[src/rtl/axi_pkg.sv]
// Shared AXI encodings and the bridge FSM state type.
package axi_pkg;

  localparam logic [1:0] AXI_BURST_INCR  = 2'b01;
  localparam logic [1:0] AXI_RESP_OKAY   = 2'b00;
  localparam logic [1:0] AXI_RESP_SLVERR = 2'b10;

  localparam logic [2:0] SZ_B = 3'd0;
  localparam logic [2:0] SZ_H = 3'd1;
  localparam logic [2:0] SZ_W = 3'd2;

  typedef enum logic [2:0] {
    IDLE,
    RD_ADDR,
    RD_DATA,
    WR_REQ,
    WR_RESP
  } state_t;

endpackage

[src/rtl/axi4_lite_master_bridge.sv]
// Single-outstanding bridge: one core load/store becomes one single-beat AXI4
// read or write; completion returns as a one-cycle response pulse.
module axi4_lite_master_bridge
  import axi_pkg::*;
#(
  parameter logic [3:0]  AXI_ID = 4'd0,
  parameter int unsigned ADDR_W = 32,
  parameter int unsigned DATA_W = 32
) (
  input  logic                  clock,
  input  logic                  reset,
  input  logic                  req_valid,
  output logic                  req_ready,
  input  logic                  req_we,
  input  logic [ADDR_W-1:0]     req_addr,
  input  logic [2:0]            req_size,
  input  logic [DATA_W-1:0]     req_wdata,
  input  logic [DATA_W/8-1:0]   req_wstrb,
  output logic                  resp_valid,
  output logic [DATA_W-1:0]     resp_rdata,
  output logic                  resp_err,
  output logic                  awvalid,
  input  logic                  awready,
  output logic [ADDR_W-1:0]     awaddr,
  output logic [3:0]            awid,
  output logic [7:0]            awlen,
  output logic [2:0]            awsize,
  output logic [1:0]            awburst,
  output logic                  wvalid,
  input  logic                  wready,
  output logic [DATA_W-1:0]     wdata,
  output logic [DATA_W/8-1:0]   wstrb,
  output logic                  wlast,
  input  logic                  bvalid,
  output logic                  bready,
  input  logic [1:0]            bresp,
  input  logic [3:0]            bid,
  output logic                  arvalid,
  input  logic                  arready,
  output logic [ADDR_W-1:0]     araddr,
  output logic [3:0]            arid,
  output logic [7:0]            arlen,
  output logic [2:0]            arsize,
  output logic [1:0]            arburst,
  input  logic                  rvalid,
  output logic                  rready,
  input  logic [1:0]            rresp,
  input  logic [DATA_W-1:0]     rdata,
  input  logic                  rlast,
  input  logic [3:0]            rid
);

  state_t                state_q, state_d;
  logic [ADDR_W-1:0]     addr_q, addr_d;
  logic [2:0]            size_q, size_d;
  logic [DATA_W-1:0]     wdata_q, wdata_d;
  logic [DATA_W/8-1:0]   wstrb_q, wstrb_d;
  logic                  aw_done_q, aw_done_d;
  logic                  w_done_q, w_done_d;
  logic                  resp_valid_q, resp_valid_d;
  logic                  resp_err_q, resp_err_d;
  logic [DATA_W-1:0]     resp_rdata_q, resp_rdata_d;
  logic                  aw_hs, w_hs;
  logic                  unused_ids;

  // Only one transaction is ever in flight, so response IDs carry no information.
  assign unused_ids = ^{rid, bid};

  // Handshake outputs decode straight from state so an async reset kills them at once.
  assign req_ready = (state_q == IDLE);
  assign arvalid   = (state_q == RD_ADDR);
  assign rready    = (state_q == RD_DATA);
  assign awvalid   = (state_q == WR_REQ) && !aw_done_q;
  assign wvalid    = (state_q == WR_REQ) && !w_done_q;
  assign bready    = (state_q == WR_RESP);

  assign aw_hs = awvalid && awready;
  assign w_hs  = wvalid && wready;

  assign awaddr  = addr_q;
  assign araddr  = addr_q;
  assign awsize  = size_q;
  assign arsize  = size_q;
  assign wdata   = wdata_q;
  assign wstrb   = wstrb_q;
  assign wlast   = wvalid;
  assign awid    = AXI_ID;
  assign arid    = AXI_ID;
  assign awlen   = '0;
  assign arlen   = '0;
  assign awburst = AXI_BURST_INCR;
  assign arburst = AXI_BURST_INCR;

  assign resp_valid = resp_valid_q;
  assign resp_err   = resp_err_q;
  assign resp_rdata = resp_rdata_q;

  always_ff @(posedge clock or negedge reset) begin
    if (!reset) begin
      state_q      <= IDLE;
      addr_q       <= '0;
      size_q       <= '0;
      wdata_q      <= '0;
      wstrb_q      <= '0;
      aw_done_q    <= 1'b0;
      w_done_q     <= 1'b0;
      resp_valid_q <= 1'b0;
      resp_err_q   <= 1'b0;
      resp_rdata_q <= '0;
    end else begin
      state_q      <= state_d;
      addr_q       <= addr_d;
      size_q       <= size_d;
      wdata_q      <= wdata_d;
      wstrb_q      <= wstrb_d;
      aw_done_q    <= aw_done_d;
      w_done_q     <= w_done_d;
      resp_valid_q <= resp_valid_d;
      resp_err_q   <= resp_err_d;
      resp_rdata_q <= resp_rdata_d;
    end
  end

  always_comb begin
    state_d      = state_q;
    addr_d       = addr_q;
    size_d       = size_q;
    wdata_d      = wdata_q;
    wstrb_d      = wstrb_q;
    aw_done_d    = aw_done_q;
    w_done_d     = w_done_q;
    resp_valid_d = 1'b0;
    resp_err_d   = resp_err_q;
    resp_rdata_d = resp_rdata_q;
    case (state_q)
      IDLE: begin
        if (req_valid) begin
          addr_d    = req_addr;
          size_d    = req_size;
          wdata_d   = req_wdata;
          wstrb_d   = req_wstrb;
          aw_done_d = 1'b0;
          w_done_d  = 1'b0;
          state_d   = req_we ? WR_REQ : RD_ADDR;
        end
      end
      RD_ADDR: begin
        if (arready) state_d = RD_DATA;
      end
      RD_DATA: begin
        if (rvalid) begin
          resp_valid_d = 1'b1;
          resp_rdata_d = rdata;
          resp_err_d   = (rresp != AXI_RESP_OKAY) || !rlast;
          state_d      = IDLE;
        end
      end
      WR_REQ: begin
        if (aw_hs) aw_done_d = 1'b1;
        if (w_hs)  w_done_d  = 1'b1;
        // Leave as soon as the last outstanding channel handshakes, even this cycle.
        if ((aw_done_q || aw_hs) && (w_done_q || w_hs)) state_d = WR_RESP;
      end
      WR_RESP: begin
        if (bvalid) begin
          resp_valid_d = 1'b1;
          resp_rdata_d = '0;
          resp_err_d   = (bresp != AXI_RESP_OKAY);
          state_d      = IDLE;
        end
      end
      default: state_d = IDLE;
    endcase
  end

endmodule

[config.mk]
export PLATFORM = sky130hd
export DESIGN_NAME = axi4_lite_master_bridge
export DESIGN_NICKNAME = d
export VERILOG_FILES = /design/src/rtl/axi_pkg.sv /design/src/rtl/axi4_lite_master_bridge.sv
export SDC_FILE = /design/constraint.sdc
export NUM_CORES = 1
export LEC_CHECK = 0
export CAP_MARGIN = 5
export CELL_PAD_IN_SITES_DETAIL_PLACEMENT = 0
export CELL_PAD_IN_SITES_GLOBAL_PLACEMENT = 2
export CORE_ASPECT_RATIO = 1.2
export CORE_MARGIN = 2
export CORE_UTILIZATION = 23
export DETAILED_ROUTE_END_ITERATION = 10
export PLACE_DENSITY_LB_ADDON = 0.1
export SKIP_CTS_REPAIR_TIMING = 1
export SLEW_MARGIN = 0
export SYNTH_ARGS = -nofsm -noshare
export SYNTH_HDL_FRONTEND = slang
export SYNTH_SLANG_ARGS = --single-unit
[constraint.sdc]
create_clock -name clock -period 4.7 [get_ports clock]
set_clock_uncertainty 0.2 [all_clocks]
set_input_delay 0.94 -clock clock [delete_from_list [all_inputs] [get_ports clock]]
set_output_delay 0.94 -clock clock [all_outputs]
set_load 0.05 [all_outputs]
# Word level (Yosys, flattened, before mapping)

Index checks and enable logic that the tools add are counted.

Eq/ne operators: 11
Reduce and logical (&&, ||, !) cells: 21
Mux-type cells: 21

Operator list:

| operator                                                                | number |
|---|---|
| 32-bit 2-to-1 mux                                                       | 2 |
| 32-bit case mux with 2 select lines                                     | 1 |
| 3-bit 2-to-1 mux                                                        | 5 |
| 3-bit case mux with 5 select lines                                      | 1 |
| 2-bit inequality test, second input constant                            | 5 |
| 3-bit AND reduction                                                     | 3 |
| 1-bit case mux with 2 select lines                                      | 4 |
| 2-bit nonzero test                                                      | 4 |
| 1-bit 2-to-1 mux                                                        | 7 |
| 3-bit by 2-bit equality test with 1-bit output, second input constant   | 2 |
| 1-bit logical AND                                                       | 5 |
| 5-bit AND reduction                                                     | 1 |
| 2-bit by 1-bit inequality test with 1-bit output, second input constant | 2 |
| 3-bit by 1-bit equality test with 1-bit output, second input constant   | 1 |
| 3-bit equality test, second input constant                              | 1 |
| 1-bit zero test                                                         | 3 |
| 3-bit zero test                                                         | 1 |
| 1-bit logical OR                                                        | 3 |
| 2-bit 2-to-1 mux                                                        | 1 |
| 2-bit AND reduction                                                     | 1 |

Input bits: 125
Output and inout port bits: 175
Bits in registers: 110
Logic and storage cells: 63

# Longest topological paths before layout

Depth in word-level cells: 7
Gate-level depth with buffers: 6

# Least setup slack after synthesis

No wires, ideal clock.

Path kind: reg-to-output
From: reg state_q[2]
To: out wvalid
Data required time: 3.560 ns
Stages on the path, launching flop included: 6
Setup slack: 1.865 ns
Data arrival time: 1.695 ns
Path through: dfrtp_1 > buf_2 > inv_1 > nand3_1 > nor2_1 > buf_4

Longest elaborated chain between the ends: 2

RTL lines:

| what                                           | line                           | source |
|---|---|---|
| start, declared                                | axi4_lite_master_bridge.sv:53  | `state_t state_q, state_d;` |
| start signal, assigned                         | axi4_lite_master_bridge.sv:111 | `state_q <= state_d;` |
| 3-bit by 2-bit equality test with 1-bit output | axi4_lite_master_bridge.sv:74  | `assign wvalid = (state_q == WR_REQ) && !w_done_q;` |
| 1-bit logical AND                              | axi4_lite_master_bridge.sv:74  |  |
| end, declared                                  | axi4_lite_master_bridge.sv:29  | `output logic wvalid,` |

No other way between the ends.

# Worst setup path in the final report

From: reg state_q[2]
To: out bready

Longest elaborated chain between the ends: 1

RTL lines:

| what                | line                          | source |
|---|---|---|
| 3-bit equality test | axi4_lite_master_bridge.sv:75 | `assign bready = (state_q == WR_RESP);` |
| end, declared       | axi4_lite_master_bridge.sv:35 | `output logic bready,` |

No other way between the ends.

==> summary.md <==
| Metric | Value |
|---|---|
| CP max stage delay | 0.88 ns |
| Netlist Area Pre-Place | 4703 um^2 |
| Residual DRC count | 0 |
| Cell Chain, Critical Path | nor3b_2 -> clkdlybuf4s50_1 |
| Max-capacitance violation count | 0 |
| CP Launch Type | register |
| Initial core utilization | 23.30% |
| Final nets | 685 |
| Setup TNS | 0 ns |
| Post-DR wirelength/cell | 15.56 um |
| Routability congestion estimate | 0.7226 |
| Core Rows | 57 |
| Largest net degree at the start of global routing | 73 |
| CP Capture Type | primary output |
| Routed wire length | 12910 um |
| Synthesized flop and latch total | 110 |
| Post-layout minimum cycle time | 3.331 ns |
| GR Overflow Total | 0 |
| Crit path buf inv count | 1 |
| Reg clk slew, reported paths | 0.07 ns |
| Synth Flop Type | dfrtp_1 |
| Crit path kind | register to primary output |
| Root Driver | clkbuf_16 |
| Netlist cell types | 30 |
| H-tree Lvls | 3 |
| DRT antenna net count | 0 |
| Slew of the pin with the lowest slew margin | 0.8438 ns |
| Initial DRC Count | 82 |
| Final Max Tran Viols | 0 |
| Ports | 300 |
| Die Area | 21610 um^2 |
| GRT met2 Usage | 20.20% |
| Die Span X | 134.5 um |
| Die Ht | 160.7 um |
| Drt first pass iters | 4 |
| Vias/cell | 3.990 |
| Worst skew pair latency | 0.34 ns |
| Max Clk Rate | 300.2 MHz |
| Initial antenna violation count | 0 |
| First-pass GRT wire length | 19690 um |
| # diodes | 0 |
| Status | finished clean |
| Placed Instance Area | 7204 um^2 |
| Syn. warnings | 0 |
| Clk sink count | 110 |
| Cell area after layout | 7497 um^2 |
| Share of layout cells above drive strength 1 | 16.11% |
| Slowest-stage cell, CP | clkdlybuf4s50_1 |
| Global routing's busiest layer | met2 |
| Mean Syn Cell Area | 14.00 um^2 |
| Unrepaired setup endpoints after global routing | false |
| HPWL after DPL | 9475 um |
| Register area share after synthesis | 58.53% |
| Mapped Cells | 336 |
| Period utilization | 70.88% |
| PortBufs | 263 |
| Core region area | 20180 um^2 |
| GRT met1 Usage | 13.50% |
| Worst Hold Class | register to register |
| Final setup viols | 0 |
| Vias | 3312 |
| Area Growth Syn to Fin | 59.40% |
| Worst-path fanout max | 12 |
| WP data arrival | 2.19 ns |
| Rel. slew slack | 43.75% |
| Async SR Flop Fraction | 100.0% |
| Number of global-route vias before repair | 3418 |
| GRT Util Overall | 11.89% |
| Routing usage on met3 | 4.230% |
| Maximum root-to-sink buffer count | 2 |
| Critical Path RT | 3.56 ns |
| Fillers | 1964 |
| Top Family by Delay on Critical Path | buffers and inverters |
| Hold Fails Final Rpt | 0 |
| CTS Buf Count | 9 |
| EDFF count, synth | 0 |
| CTS tree | yes |
==> cell usage in the layout, fill, tap and decap left out, types with 2 or more instances in the layout <==
cell             netlist  layout
mux2_2                66      66
mux2_1                 6       6
buf_4                 64       5
nand2b_1               2       2
inv_1                  6       6
clkbuf_1               1       2
a21oi_1                2       2
nor2_1                 5       5
conb_1                 2      28
nor3_1                 2       2
clkdlybuf4s50_1        0     262
nor2b_1                2       2
o21ai_0                5       5
a22o_1                32      32
clkbuf_16              0       9
clkinv_4               0       2
dfrtp_1              110     110
and3b_1                2       2
==> layout make-up <==
type                            count  area, um^2  area share (%)
Clock buffer                       11       232.7           3.104
Clock inverter                      5       60.06          0.8011
Inverter                            6       22.52          0.3004
Multi-Input combinational cell    165        1418           18.91
Sequential cell                   110        2753           36.72
Tap cell                          265       331.6           4.423
Timing Repair Buffer              268        2680           35.75
==> final timing paths <==
path                                             start                    endpoint  slack, ns  cells past startpoint
worst max register to register  state_q[2]$_DFFE_PN0P_  resp_rdata[15]$_DFFE_PN0P_       2.54                      4
worst min-delay path             wdata[13]$_DFFE_PN0P_       wdata[13]$_DFFE_PN0P_       0.29                      1
worst max-delay path            state_q[2]$_DFFE_PN0P_                      bready       1.37                      2
worst min register to register   wdata[13]$_DFFE_PN0P_       wdata[13]$_DFFE_PN0P_       0.29                      1
min in group asynchronous                        reset      araddr[13]$_DFFE_PN0P_       0.45                      1
max in group asynchronous                        reset       arsize[2]$_DFFE_PN0P_       2.93                      2
==> worst register-to-register path, cell delays in order (launching register included) <==
cell     delay [ns]
dfrtp_1        0.52
nor2_1         0.18
and3_1         0.73
buf_4          0.32
a22o_1         0.15
==> metal layers <==
metal | wire, um | part of all wire [%]
met1 | 4991 | 39
met2 | 6544 | 51
met3 | 1118 | 8.7
met4 | 256 | 2.0
met5 | 0 | 0
==> Yosys cell counts, types with 2 or more instances <==
cell type / instances / area share [%]
a21oi_1: 2 / 0.21
nor2_1: 5 / 0.40
conb_1: 2 / 0.16
mux2_1: 6 / 1.4
inv_1: 6 / 0.48
mux2_2: 66 / 16
and3b_1: 2 / 0.37
dfrtp_1: 110 / 59
o21ai_0: 5 / 0.53
nor3_1: 2 / 0.21
buf_4: 64 / 10
buf_6: 7 / 1.7
nand2b_1: 2 / 0.27
a22o_1: 32 / 6.0
buf_2: 9 / 0.96
nor2b_1: 2 / 0.27
==> registers in the layout (all words and copies together) (netlist names) <==
name        cells
resp_rdata     32
resp_valid      1
arsize          3
araddr         32
w_done_q        1
wdata          32
aw_done_q       1
resp_err        1
state_q         3
wstrb           4
==> logic make-up (layout without fill, tap and decap cells) <==
logic type	after synthesis	after routing	synth area share (%)
flops	110	110	58.53
buf+inv	87	290	13.41
mux	73	73	17.45
compound gates	44	44	7.715
simple gates	20	20	2.740
other cells	2	28	0.1597
==> per-stage QoR <==
step	hold slack [ns]	utilization [%]	setup slack, ns	std cells
2_1_floorplan	0.3217	-	1.865	362
3_3_place_gp	0.2700	35.70	1.756	814
3_5_place_dp	0.2774	35.70	1.748	814
4_1_cts	0.2947	37.15	1.357	830
5_1_grt	0.3206	37.15	1.229	830
6_report	0.2887	37.15	1.369	830
Power is not shown: default switching activity piles up to over one toggle a cycle in this logic, so the estimate is an artifact.
